### src/rtl/common.sv
// Shared types and constants for the pipeline controller.
//   pc_sel_t      : next-PC source select driven on pc_sel_o.
//   pctrl_state_t : controller FSM state (normal flow / mul-div occupancy).
//   S_*           : bit index of each inter-stage register in en_o/flush_o.
package common;

  typedef enum logic [1:0] {
    PC_SEQ = 2'd0,
    PC_BR  = 2'd1,
    PC_EXC = 2'd2
  } pc_sel_t;

  typedef enum logic [0:0] {
    RUN     = 1'b0,
    MD_WAIT = 1'b1
  } pctrl_state_t;

  localparam int unsigned S_F2D = 0;
  localparam int unsigned S_D2E = 1;
  localparam int unsigned S_E2M = 2;
  localparam int unsigned S_M2W = 3;

endpackage

### src/rtl/md_timer.sv
// Mul/div occupancy timer: a down-counter with load, decrement and hold.
//   clk_i, reset_i : clock, synchronous active-high reset (counter -> 0)
//   load_i         : load MD_LAT-2 (the launch cycle and the done cycle are
//                    not counted by the register itself)
//   dec_i          : decrement by one, saturating at zero
//   zero_o         : counter equals zero
module md_timer #(
  parameter int unsigned MD_LAT = 32,
  parameter int unsigned W      = $clog2(MD_LAT)
) (
  input  logic clk_i,
  input  logic reset_i,
  input  logic load_i,
  input  logic dec_i,
  output logic zero_o
);

  localparam logic [W-1:0] LOAD_VAL = W'(MD_LAT - 2);

  logic [W-1:0] cnt_q;
  logic [W-1:0] cnt_d;

  // next count: load has precedence, otherwise decrement or hold
  always_comb begin
    cnt_d = cnt_q;
    if (load_i) begin
      cnt_d = LOAD_VAL;
    end else if (dec_i && (cnt_q != {W{1'b0}})) begin
      cnt_d = cnt_q - W'(1);
    end else begin
      cnt_d = cnt_q;
    end
  end

  // counter register
  always_ff @(posedge clk_i) begin
    if (reset_i) begin
      cnt_q <= {W{1'b0}};
    end else begin
      cnt_q <= cnt_d;
    end
  end

  assign zero_o = (cnt_q == {W{1'b0}});

endmodule

### src/rtl/pipe_ctrl.sv
// Hazard and sequencing controller for the 5-stage in-order core.
// Drives en/flush of the F2D, D2E, E2M, M2W registers plus PC enable/select,
// resolving hazards by fixed priority (exception > dmiss > mul/div > branch >
// load-use > imiss). Mul/div ops hold E for MD_LAT cycles via md_timer.
// Counts cycles with pc_en_o low outside reset in stall_cnt_o.
//   inputs : clk_i, reset_i, imiss_i, load_use_i, md_start_i,
//            branch_mispred_i, dmiss_i, exc_valid_i
//   outputs: pc_en_o, pc_sel_o[1:0], en_o[3:0], flush_o[3:0], md_done_o,
//            stall_cnt_o[CNT_W-1:0]
module pipe_ctrl
  import common::*;
#(
  parameter int unsigned MD_LAT = 32,
  parameter int unsigned CNT_W  = 32
) (
  input  logic             clk_i,
  input  logic             reset_i,
  input  logic             imiss_i,
  input  logic             load_use_i,
  input  logic             md_start_i,
  input  logic             branch_mispred_i,
  input  logic             dmiss_i,
  input  logic             exc_valid_i,
  output logic             pc_en_o,
  output logic [1:0]       pc_sel_o,
  output logic [3:0]       en_o,
  output logic [3:0]       flush_o,
  output logic             md_done_o,
  output logic [CNT_W-1:0] stall_cnt_o
);

  pctrl_state_t     state_q, state_d;
  logic [CNT_W-1:0] stall_cnt_q, stall_cnt_d;

  logic    pc_en_s;
  pc_sel_t pc_sel_s;
  logic [3:0] en_s;
  logic [3:0] flush_s;
  logic    md_done_s;
  logic    md_load_s;
  logic    md_dec_s;
  logic    md_zero_s;

  md_timer #(
    .MD_LAT (MD_LAT)
  ) u_md_timer (
    .clk_i   (clk_i),
    .reset_i (reset_i),
    .load_i  (md_load_s),
    .dec_i   (md_dec_s),
    .zero_o  (md_zero_s)
  );

  // priority mux: next state and all pipeline control outputs
  always_comb begin
    state_d   = state_q;
    pc_en_s   = 1'b1;
    pc_sel_s  = PC_SEQ;
    en_s      = 4'b1111;
    flush_s   = 4'b0000;
    md_done_s = 1'b0;
    md_load_s = 1'b0;
    md_dec_s  = 1'b0;

    if (reset_i) begin
      pc_en_s = 1'b0;
      en_s    = 4'b0000;
      flush_s = 4'b1111;
      state_d = RUN;
    end else if (exc_valid_i) begin
      // exception squashes everything, including an op in flight
      flush_s  = 4'b1111;
      pc_sel_s = PC_EXC;
      state_d  = RUN;
    end else if (dmiss_i) begin
      // stall at M; the mul/div timer holds because md_dec_s stays 0
      pc_en_s = 1'b0;
      en_s    = 4'b1000;
      flush_s = 4'b1000;
    end else if ((state_q == MD_WAIT) && !md_zero_s) begin
      pc_en_s  = 1'b0;
      en_s     = 4'b1100;
      flush_s  = 4'b0100;
      md_dec_s = 1'b1;
    end else if ((state_q == RUN) && md_start_i) begin
      // launch cycle counts as the first occupied E cycle
      pc_en_s   = 1'b0;
      en_s      = 4'b1100;
      flush_s   = 4'b0100;
      md_load_s = 1'b1;
      state_d   = MD_WAIT;
    end else begin
      // E is free (or releasing): md_start is not looked at in the done cycle
      if (state_q == MD_WAIT) begin
        md_done_s = 1'b1;
        state_d   = RUN;
      end else begin
        state_d = state_q;
      end
      if (branch_mispred_i) begin
        pc_sel_s = PC_BR;
        flush_s  = 4'b0011;
      end else if (load_use_i) begin
        pc_en_s = 1'b0;
        en_s    = 4'b1110;
        flush_s = 4'b0010;
      end else if (imiss_i) begin
        pc_en_s = 1'b0;
        flush_s = 4'b0001;
      end else begin
        pc_en_s = 1'b1;
      end
    end
  end

  // stall counter next value, wraps naturally at 2^CNT_W
  always_comb begin
    if (!pc_en_s) begin
      stall_cnt_d = stall_cnt_q + CNT_W'(1);
    end else begin
      stall_cnt_d = stall_cnt_q;
    end
  end

  // state and stall counter registers
  always_ff @(posedge clk_i) begin
    if (reset_i) begin
      state_q     <= RUN;
      stall_cnt_q <= {CNT_W{1'b0}};
    end else begin
      state_q     <= state_d;
      stall_cnt_q <= stall_cnt_d;
    end
  end

  assign pc_en_o     = pc_en_s;
  assign pc_sel_o    = pc_sel_s;
  assign en_o        = en_s;
  assign flush_o     = flush_s;
  assign md_done_o   = md_done_s;
  assign stall_cnt_o = stall_cnt_q;

endmodule

### config.mk
export PLATFORM = sky130hd
export DESIGN_NAME = pipe_ctrl
export DESIGN_NICKNAME = d
export VERILOG_FILES = /design/src/rtl/common.sv /design/src/rtl/md_timer.sv /design/src/rtl/pipe_ctrl.sv
export SDC_FILE = /design/constraint.sdc
export NUM_CORES = 1
export LEC_CHECK = 0
export BUFFER_PORTS_ARGS = -buffer_cell sky130_fd_sc_hd__buf_2
export CAP_MARGIN = 20
export CORE_ASPECT_RATIO = 0.75
export CORE_UTILIZATION = 30
export CTS_CLUSTER_SIZE = 25
export DETAILED_ROUTE_END_ITERATION = 12
export HOLD_SLACK_MARGIN = 0.15
export PLACE_DENSITY = 0.61
export SLEW_MARGIN = 20
export SYNTH_ARGS = -nofsm -noshare
export SYNTH_HDL_FRONTEND = slang
export SYNTH_HIERARCHICAL = 1
export SYNTH_SLANG_ARGS = --single-unit
### constraint.sdc
create_clock -name clk_i -period 2.8 [get_ports clk_i]
set_input_delay 0 -clock clk_i [delete_from_list [all_inputs] [get_ports clk_i]]
set_output_delay 0 -clock clk_i [all_outputs]
set_load 0.02 [all_outputs]
==> impl_results.md <==
- Status: complete, no violations
- Worst-Margin Slew: roughly 0.56 ns
- Synth warn: 6
- Final WL: approximately 4900 microns
- Clock tree buffer depth: 2
- Syn_nets: 247
- Main area contributors after synthesis: dfxtp_1, xnor2_1, a21oi_1
- Area Overhead vs Synth: 24.7%
- Worst Path Arrival: ~2.8 ns
- DRC Markers: 0
- Vias: 1,873
- HPWL Detailed: ~3600 microns
- Flop2flop setup slack: 0.21 ns
- Largest net degree at the start of global routing: 44
- RSZ-0062 raised after global routing: false
- Die Wd: roughly 96 microns
- Total CTS buffers: 5
- Max-cap violations: 0
- Syn avg cell area: 8.32 sq um
- Setup TNS: 0 ns
- Crit path kind: reg -> reg
- # rows: 25
- Most used routing layer: met1
- Worst Path Required: about 3 ns
- Crit start category: register
- First-pass GRT wire length: 8300 microns
- Crit Path Max Fanout: 11
- Skew final: 0.00469 ns
- Sink Count: 38
- R2R Path End: stall_cnt_o[29]$_SDFFE_PP0N_
- Ys async rst share: 0%
- Yosys cell types: 43
- Port-buffer cells: between 50 and 60
- Avg WL per Cell: about 13 microns
- Slowest-stage cell, CP: or4_4
- Cell taking the most area after synthesis: dfxtp_1
- FILL cells: a little under 700
- Hold WC Path Type: in -> reg
- Sequential area share after synthesis: between 30% and 40%
- Final hold violation count: 0
- Worst-path clk slew: ~0.080 ns
- Synthesized cell area: 1970 sq um
- Cell Chain, Critical Path: inv_1 -> ha_1 -> or4b_4 -> inv_2 -> nand2_1 -> a2111oi_4 -> buf_4 -> or4_4 -> or4_1 -> a21oi_1
- Crit. path cell count: 10
- Crit share post-route: between 90% and 100%
- Met3 Usage GRT: 3.35%
- Final setup fails: 0
- Worst R2R Start: u_md_timer/cnt_q[1]$_SDFFE_PP0P_
- Most common cell in the netlist: dfxtp_1
- DRT Pass-1 Iters: 4
- Tmin final: 2.59 ns
- Initial antenna violation count: 0
- Die ar.: slightly below 7000 sq um
- Vias/cell: roughly 5.0
- Worst setup EP type: register
- Static Leak: about 0.94 nW
- GP Congestion: 0.760
- Synthesized flop and latch total: 38
- CP top delay family: simple AND/OR/NAND/NOR gates
- Initial DRC Count: a little under 80
- Crit-path max cell delay: between 0.6 and 0.7 ns
- Worst slew margin: 62.5%
- Initial core utilization: 31.2%
- CTS tree: done
- Startpoint of the worst hold path: md_start_i
- Achievable frequency: between 300 and 400 MHz
- Post-CTS Resized: 0
- # diodes: 0
- M2 GR Usage: 21.9%
- Final ANT Viol Nets: 0
- Htree depth: 2
- Area share of the largest cell type after synthesis: a little under 40%
- Worst setup margin: slightly above 0.2 ns
- Max rail drop VDD: between 150 and 200 uV
- M1 GR Usage: 22.5%
- Clock tree root driver cell: clkbuf_8
- Final nets: ~300
- Main synth FF type: dfxtp_1
- Post-Syn Instances: around 240
- Share of layout cells above drive strength 1: around a quarter
- Vias in the first global route: around 1,700
- Pre-CTS setup slack: 0.301 ns
- I/O pin cnt: 52
- PwrDens: around 450 nW/um^2
- Core ar.: approximately 6300 sq um
- Total track usage: about 15%
- Die Ht: just over 70 microns
- EDFF count, synth: 0
- Clock Latency Late Sink: roughly 0.28 ns
- Max Slew Vio Count: 0
- Synth cell count leaders: dfxtp_1, nor2_1, a21oi_1
- Hold Crit Endpoint: u_md_timer/cnt_q[0]$_SDFFE_PP0P_
- Worst Hold Depth: 3
- Worst Reg-to-Reg Cells: 10
- Total gr overflow: 0
- Worst Path Buf+Inv: 3
- Total Power: 1.12 mW
==> registers in the layout, summed over array words and instances (netlist names) <==
register / flops
stall_cnt_o: 32
u_md_timer/cnt_q: 5
state_q: 1
==> area by class of cell <==
cell class	instances	area [sq um]	share of cell area [%]
clock buffer	7	76.3	3.10
clock inverter	1	30.0	1.22
inverter	14	52.6	2.14
multi-input combinational	177	1130	46.1
sequential	38	761	30.9
tap	81	101	4.12
timing repair buffer	57	305	12.4
==> per-stage QoR <==
step | cells | hold WS, ns | util (%) | instance area [sq um]
finish | 375 | 0.217 | 38.9 | 2460
CTS | 374 | 0.206 | 38.8 | 2450
floorplan | 237 | 0.0643 | - | 1970
global placement | 364 | 0.255 | 36.8 | 2320
global route | 375 | 0.235 | 38.9 | 2460
detailed placement | 364 | 0.264 | 36.8 | 2320
==> cell families after synthesis <==
group / after synthesis / share of synthesized area (%)
AND/OR/NAND/NOR: 109 / 31.5
AO/OA/AOI/OAI: 46 / 15.2
flip-flops: 38 / 38.6
buffers and inverters: 22 / 4.63
XOR/XNOR: 20 / 8.88
adder cells (fa/ha/maj): 2 / 1.27
==> power breakdown <==
group	internal [mW]	switching, mW	leakage [nW]
Sequential	0.547	0.00807	0.307
Clock	0.267	0.190	0.0524
Combinational	0.0363	0.0699	0.582
Total	0.850	0.268	0.941
==> timing repair <==
| action | in CTS | in global routing |
|---|---|---|
| hold buffers | 2 | 0 |
| setup endpoints to repair | 0 | 1 |
| hold endpoints to repair | 1 | 0 |
| setup buffers | 0 | 1 |
==> how the worst max path moves through the flow <==
stage / from / endpoint / slack [ns]
2_1_floorplan: u_md_timer/cnt_q[0]$_SDFFE_PP0P_ / stall_cnt_o[19]$_SDFFE_PP0N_ / 0.34
3_3_place_gp: u_md_timer/cnt_q[0]$_SDFFE_PP0P_ / stall_cnt_o[0]$_SDFFE_PP0N_ / 0.35
3_5_place_dp: u_md_timer/cnt_q[0]$_SDFFE_PP0P_ / stall_cnt_o[18]$_SDFFE_PP0N_ / 0.30
4_1_cts: u_md_timer/cnt_q[0]$_SDFFE_PP0P_ / pc_en_o / 0.1
5_1_grt: u_md_timer/cnt_q[1]$_SDFFE_PP0P_ / stall_cnt_o[27]$_SDFFE_PP0N_ / 0.02
6_report: u_md_timer/cnt_q[1]$_SDFFE_PP0P_ / stall_cnt_o[29]$_SDFFE_PP0N_ / 0.21
==> cells in the final DEF, fill, tap and decap left out, types with 2 or more instances in the layout <==
cell	instances
nor2_1	23
or3_1	7
nor3_1	12
dfxtp_1	38
nor4b_1	5
nand2_1	15
and4_4	2
buf_2	51
buf_4	4
a21oi_1	20
clkbuf_8	5
nand4_1	3
nand3_1	12
a211oi_1	2
o31ai_1	5
nor3b_1	3
nor4_1	3
and2_1	3
dlygate4sd3_1	2
a2111oi_4	2
or4_1	5
inv_1	13
o21ai_0	11
clkbuf_1	2
ha_1	2
xnor2_1	19
and3_1	7
==> per-layer routing <==
| metal | up-vias | routed length, microns |
|---|---|---|
| met5 | - | 0 |
| met4 | 0 | 27 |
| met3 | 2 | 231 |
| met2 | 43 | 1980 |
| met1 | 862 | 2630 |
| li1 | 966 | - |
==> worst register-to-register path: cells and delay by family (launching register included) <==
family                     cells  cell delay (ns)
AOI/OAI and AO/OA              2             0.24
adders and majority gates      1             0.19
buffers and inverters          3             0.29
DFF                            1             0.39
and+or+nand+nor                4             1.42
No activity file was read; power rests on OpenSTA's default activity.
